`src/rtl/mem_bus_arbiter_pkg.sv`:
```
// Shared definitions for the hart-to-memory-controller arbiter:
// atomic funct5 codes for LR/SC, hart-index width derivation and FSM states.
package mem_bus_arbiter_pkg;

    // funct7[6:2] codes of the reservation instructions (A extension encoding)
    localparam logic [4:0] AMO_LR = 5'b00010;
    localparam logic [4:0] AMO_SC = 5'b00011;

    typedef enum logic {
        ST_IDLE = 1'b0,
        ST_BUSY = 1'b1
    } arb_state_t;

    // A single requester still needs a 1-bit index so ports never collapse to zero width
    function automatic int id_width(input int n);
        return (n > 1) ? $clog2(n) : 1;
    endfunction

endpackage

```
`src/rtl/mem_bus_arbiter_rr_picker.sv`:
```
// Combinational round-robin picker: returns the first set request bit found
// scanning upward from ptr+1 and wrapping, so the last winner (ptr) has
// lowest priority.
module mem_bus_arbiter_rr_picker
    import mem_bus_arbiter_pkg::*;
#(
    parameter  int N_IDS = 2,
    localparam int ID_W  = id_width(N_IDS)
) (
    input  logic [N_IDS-1:0] req,
    input  logic [ID_W-1:0]  ptr,
    output logic [ID_W-1:0]  gnt,
    output logic             vld
);

    logic [ID_W-1:0] idx;

    // Walk offsets from farthest to nearest so the nearest set bit is written last and wins
    always_comb begin
        gnt = '0;
        vld = 1'b0;
        idx = '0;
        for (int i = N_IDS; i >= 1; i--) begin
            idx = ID_W'((int'(ptr) + i) % N_IDS);
            if (req[idx]) begin
                gnt = idx;
                vld = 1'b1;
            end
        end
    end

endmodule

```
`src/rtl/mem_bus_arbiter.sv`:
```
// Round-robin arbiter between N_IDS hart data ports and one atomic-capable
// memory controller port. The granted hart's request is forwarded until the
// controller acks; ack and read data are routed back to that hart.
// Optional feature macro: ARB_LR_LOCK_EN -- after an acked LR, only the
// reserving hart may use the bus until its SC is acked or LOCK_CYCLES idle
// cycles elapse.
module mem_bus_arbiter
    import mem_bus_arbiter_pkg::*;
#(
    parameter  int N_IDS       = 2,
    parameter  int LOCK_CYCLES = 64,
    localparam int ID_W        = id_width(N_IDS)
) (
    input  logic                 i_clk,
    input  logic                 i_rst,
    input  logic [N_IDS-1:0]     i_bus_en,
    input  logic [N_IDS-1:0]     i_wr_en,
    input  logic [32*N_IDS-1:0]  i_wr_data,
    input  logic [32*N_IDS-1:0]  i_addr,
    input  logic [4*N_IDS-1:0]   i_byte_en,
    input  logic [N_IDS-1:0]     i_atomic,
    input  logic [7*N_IDS-1:0]   i_operation,
    output logic [N_IDS-1:0]     o_ack,
    output logic [31:0]          o_rd_data,
    output logic                 o_bus_en,
    output logic                 o_wr_en,
    output logic [31:0]          o_wr_data,
    output logic [31:0]          o_addr,
    output logic [3:0]           o_byte_en,
    output logic                 o_atomic,
    output logic [6:0]           o_operation,
    output logic [ID_W-1:0]      o_id,
    input  logic                 i_ack,
    input  logic [31:0]          i_rd_data
);

    arb_state_t       state;
    arb_state_t       state_nxt;
    logic [ID_W-1:0]  grant;
    logic [ID_W-1:0]  rr_ptr;
    logic [N_IDS-1:0] eligible;
    logic [ID_W-1:0]  pick;
    logic             pick_vld;
    logic             ack_fire;

    logic             wr_en_a     [N_IDS];
    logic [31:0]      wr_data_a   [N_IDS];
    logic [31:0]      addr_a      [N_IDS];
    logic [3:0]       byte_en_a   [N_IDS];
    logic             atomic_a    [N_IDS];
    logic [6:0]       operation_a [N_IDS];

    logic             sel_wr_en;
    logic [31:0]      sel_wr_data;
    logic [31:0]      sel_addr;
    logic [3:0]       sel_byte_en;
    logic             sel_atomic;
    logic [6:0]       sel_operation;

    for (genvar k = 0; k < N_IDS; k++) begin : g_unpack
        assign wr_en_a[k]     = i_wr_en[k];
        assign wr_data_a[k]   = i_wr_data[32*k +: 32];
        assign addr_a[k]      = i_addr[32*k +: 32];
        assign byte_en_a[k]   = i_byte_en[4*k +: 4];
        assign atomic_a[k]    = i_atomic[k];
        assign operation_a[k] = i_operation[7*k +: 7];
    end

    // The forwarded request is a live mux of the granted hart, so it stays
    // stable for as long as that hart holds its fields (including AMO RMW).
    assign sel_wr_en     = wr_en_a[grant];
    assign sel_wr_data   = wr_data_a[grant];
    assign sel_addr      = addr_a[grant];
    assign sel_byte_en   = byte_en_a[grant];
    assign sel_atomic    = atomic_a[grant];
    assign sel_operation = operation_a[grant];

    assign ack_fire = (state == ST_BUSY) && i_ack;

`ifdef ARB_LR_LOCK_EN
    localparam int CNT_W = $clog2(LOCK_CYCLES + 1);

    logic [CNT_W-1:0] lock_cnt;
    logic [ID_W-1:0]  lock_id;
    logic [N_IDS-1:0] lock_mask;
    logic             locked;
    logic             lr_done;
    logic             sc_done;

    // A nonzero countdown is the lock itself; reaching zero releases it
    assign locked  = (lock_cnt != '0);
    assign lr_done = ack_fire && sel_atomic && (sel_operation[6:2] == AMO_LR);
    assign sc_done = ack_fire && sel_atomic && (sel_operation[6:2] == AMO_SC)
                     && (grant == lock_id);

    // One-hot of the reserving hart, used to mask everyone else while locked
    always_comb begin
        lock_mask          = '0;
        lock_mask[lock_id] = 1'b1;
    end

    assign eligible = locked ? (i_bus_en & lock_mask) : i_bus_en;

    // Reservation tracker: LR (re)loads, matching SC clears, idle cycles count down
    always_ff @(posedge i_clk or negedge i_rst) begin
        if (!i_rst) begin
            lock_cnt <= '0;
            lock_id  <= '0;
        end else if (lr_done) begin
            lock_cnt <= CNT_W'(LOCK_CYCLES);
            lock_id  <= grant;
        end else if (sc_done) begin
            lock_cnt <= '0;
        end else if ((state == ST_IDLE) && locked) begin
            lock_cnt <= lock_cnt - 1'b1;
        end
    end
`else
    logic unused_lock_cfg;

    assign unused_lock_cfg = (LOCK_CYCLES != 0);
    assign eligible        = i_bus_en;
`endif

    mem_bus_arbiter_rr_picker #(
        .N_IDS (N_IDS)
    ) u_picker (
        .req (eligible),
        .ptr (rr_ptr),
        .gnt (pick),
        .vld (pick_vld)
    );

    // FSM state register
    always_ff @(posedge i_clk or negedge i_rst) begin
        if (!i_rst) begin
            state <= ST_IDLE;
        end else begin
            state <= state_nxt;
        end
    end

    // Latch the arbitration winner; it also becomes the lowest-priority hart next round
    always_ff @(posedge i_clk or negedge i_rst) begin
        if (!i_rst) begin
            grant  <= '0;
            rr_ptr <= ID_W'(N_IDS - 1);
        end else if ((state == ST_IDLE) && pick_vld) begin
            grant  <= pick;
            rr_ptr <= pick;
        end
    end

    // Next state: arbitrate in IDLE, return to IDLE on controller ack
    always_comb begin
        state_nxt = state;
        case (state)
            ST_IDLE: if (pick_vld) state_nxt = ST_BUSY;
            ST_BUSY: if (i_ack)    state_nxt = ST_IDLE;
            default:               state_nxt = ST_IDLE;
        endcase
    end

    // Outputs: forward the granted request while BUSY, pass the ack straight back
    always_comb begin
        o_bus_en    = 1'b0;
        o_wr_en     = 1'b0;
        o_wr_data   = '0;
        o_addr      = '0;
        o_byte_en   = '0;
        o_atomic    = 1'b0;
        o_operation = '0;
        o_id        = '0;
        o_ack       = '0;
        o_rd_data   = '0;
        if (state == ST_BUSY) begin
            // Dropped in the ack cycle so the controller never sees a stale request
            o_bus_en    = !i_ack;
            o_wr_en     = sel_wr_en;
            o_wr_data   = sel_wr_data;
            o_addr      = sel_addr;
            o_byte_en   = sel_byte_en;
            o_atomic    = sel_atomic;
            o_operation = sel_operation;
            o_id        = grant;
            if (ack_fire) begin
                o_ack[grant] = 1'b1;
                o_rd_data    = i_rd_data;
            end
        end
    end

endmodule
```
`config.mk`:
```
export PLATFORM = sky130hd
export DESIGN_NAME = mem_bus_arbiter
export DESIGN_NICKNAME = d
export VERILOG_FILES = /design/src/rtl/mem_bus_arbiter_pkg.sv /design/src/rtl/mem_bus_arbiter_rr_picker.sv /design/src/rtl/mem_bus_arbiter.sv
export SDC_FILE = /design/constraint.sdc
export NUM_CORES = 1
export LEC_CHECK = 0
export ABC_AREA = 1
export BUFFER_PORTS_ARGS = -buffer_cell sky130_fd_sc_hd__buf_2
export CAP_MARGIN = 25
export CORE_AREA = 4 4 115 117
export DETAILED_ROUTE_END_ITERATION = 8
export DIE_AREA = 0 0 119 121
export SLEW_MARGIN = 20
export SYNTH_ARGS = -nofsm -noshare
export SYNTH_HDL_FRONTEND = slang
export SYNTH_SLANG_ARGS = --single-unit
export TNS_END_PERCENT = 30
```
`constraint.sdc`:
```
create_clock -name i_clk -period 1.5 [get_ports i_clk]
set_input_delay 0 -clock i_clk [delete_from_list [all_inputs] [get_ports i_clk]]
set_output_delay 0 -clock i_clk [all_outputs]
set_load 0.005 [all_outputs]
```
==> metrics.txt <==
Mapped Cells about 340; vias in the first global route around 2700; worst-margin pin slew 342.9 ps; H-Tree Depth 1; Max Fclk between 700 and 800 MHz; TritonCTS clock tree built; Crit. End Element primary output; ordered list of cells on the worst path inv_4 -> buf_12 -> nor2_1 -> nor2_1 -> buf_2; final worst-path cycle share roughly 91%; crit path DAT 1360 ps; CP Max Fanout between 40 and 50; # setup viols final 0; Post-Syn Nets 534; number of setup buffers added after CTS 0; Sink Count 3; Hold Path Depth 3; YS warnings 0; gr ovfl total 0; Layout area overhead 112.4%; DR pass1 iterations 6; Slew headroom a little under 80%; CTS Buf Count 3; Final HPWL DP around 7.5 mm; drc violations 0; Hold Vio Cnt, Final 0; largest net degree at the start of global routing 49; count of different cell masters after synthesis 18; max-cap violation count 0; clk slew on worst S/H paths 30 ps; commonest cells after routing, fill and taps aside buf_2, nor2_1, o21ai_0, inv_1, nor2_2; die span in y 121 um; post-synthesis sequential area ratio about 4.9%; WL/cell roughly 11 um; core area between 10000 and 15000 um2; DP Area approximately 3200 um2; share of cells above drive strength 1 between 50 and 60%; pwr/cell area ~1100 nW/um2; Die Wd between 100 and 150 um; peak supply drop 0.7043 mV; Total Nets Final just over 800; via count roughly 3000; Critical R2R Launch state$_DFF_PN0_; CP max-delay cell dfrtp_2; # hold bufs at CTS 1; WP data required roughly 1500 ps; post-route cell area between 3000 and 4000 um2; Root Buffer clkbuf_16; crit-path max cell delay ~450 ps; first-pass GRT wire length around 13 mm; Hold Path End rr_ptr$_DFFE_PN1P_; Antenna Nets Post-Route 0; Hold Crit Start i_bus_en[1]; Layout fillers approximately 1400; Cell Rows a little over 40; FF-to-FF path depth 3; Cells after DPL around 800; Setup Skew approximately 1.4 ps; Leak 2.142 nW; DRT Wirelength 8.931 mm; Synth Register Bits 3; total global-route track usage between 10% and 20%; reg2reg end state$_DFF_PN0_; PortBufs just over 300; Setup Crit Path Kind reg -> out; Worst-Skew Late Latency ~230 ps; initial core utilization between 10% and 20%; Most common cell on crit path nor2_1; crit start category register; initial detailed-routing violation count about 140; Final GP Congestion between 0.8 and 0.9; Final Max Slew Viols 0; Setup TNS 0 ps; Worst R2R Setup Slack 450 ps; antenna violations before repair 1; post-CTS sizing 0; Syn Std Cell Area 1565 um2; RSZ-0062 raised after global routing no; Non-Filler Instances between 800 and 900; HP Class in -> reg; CTS max path bufs 2; Syn Area/Cell 4.563 um2; commonest non-fill, non-tap cell in the layout buf_2; min cycle time layout approximately 1400 ps; Vias/cell 3.762; Ant. Diodes 0; # IOs just over 300; die area 14400 um2; status completed
## flip-flops by register name, summed over array words and instances (netlist names)
name and cells:
grant 1, rr_ptr 1, state 1
## power by group
part / switching, mW / internal (mW)
combinational: 1.67 / 1.32
clock: 0.0748 / 0.351
sequential: 0.0596 / 0.123
total: 1.80 / 1.79
## worst max path at each step
stage	start	end	slack (ps)	cells past startpoint
floorplan	state$_DFF_PN0_	grant$_DFFE_PN0P_	490	6
global placement	state$_DFF_PN0_	o_byte_en[3]	390	4
detailed placement	state$_DFF_PN0_	o_rd_data[15]	380	4
CTS	state$_DFF_PN0_	o_rd_data[15]	140	4
global route	state$_DFF_PN0_	o_rd_data[5]	50	4
finish	grant$_DFFE_PN0P_	o_addr[2]	140	5
## worst max-delay path, delay by kind of cell, from the launching register on
kind                   cells  cell delay [ps]
AND/OR/NAND/NOR            2              210
buffers and inverters      3              460
flip-flops                 1              450
## area by class of cell
type / count / area, um2 / share of cell area [%]
Timing Repair Buffer: 311 / 1654 / 49.76
Multi-Input combinational cell: 276 / 1164 / 35.00
Tap cell: 172 / 215.2 / 6.473
Inverter: 35 / 133.9 / 4.027
Sequential cell: 3 / 78.83 / 2.371
Clock buffer: 4 / 78.83 / 2.371
## logic make-up after synthesis
kind of cell | after synthesis | share of synthesized area (%)
DFF | 3 | 4.877
buffers and inverters | 64 | 20.78
AOI/OAI and AO/OA | 79 | 25.26
and+or+nand+nor | 197 | 49.08
## Yosys cell counts
cell	number	area share [%]
clkbuf_2	7	2.2
nand2_2	1	0.40
clkbuf_4	1	0.48
nand3_1	1	0.32
o21ai_0	77	25
nor2_1	179	43
inv_4	1	0.40
nand2_1	6	1.4
dfstp_2	1	1.7
buf_6	4	2.9
nor2_2	10	4.0
buf_12	1	1.3
o21ai_1	2	0.64
buf_2	10	3.2
inv_1	34	8.2
clkbuf_1	5	1.2
dfrtp_1	2	3.2
buf_8	1	0.96
## metrics by stage
step,power (mW),hold WS (ps),util (%),setup WS (ps)
2_1_floorplan,1.866,-295.6,-,486.1
3_3_place_gp,3.205,-203.7,26.17,391.0
3_5_place_dp,3.198,-197.1,26.17,382.3
4_1_cts,3.648,29.33,26.89,139.2
5_1_grt,4.004,51.79,26.89,48.19
6_report,3.595,29.97,26.89,140.2
## routing by layer
metal / vias up / GRT usage (%) / share of wire (%)
met1: 1234 / 14.28 / 41
met4: 2 / 2.462 / 1.4
met5: - / 0 / 0.15
met3: 15 / 2.238 / 8.4
li1: 1616 / - / -
met2: 146 / 18.26 / 49
(Power assumes the default switching activity.)
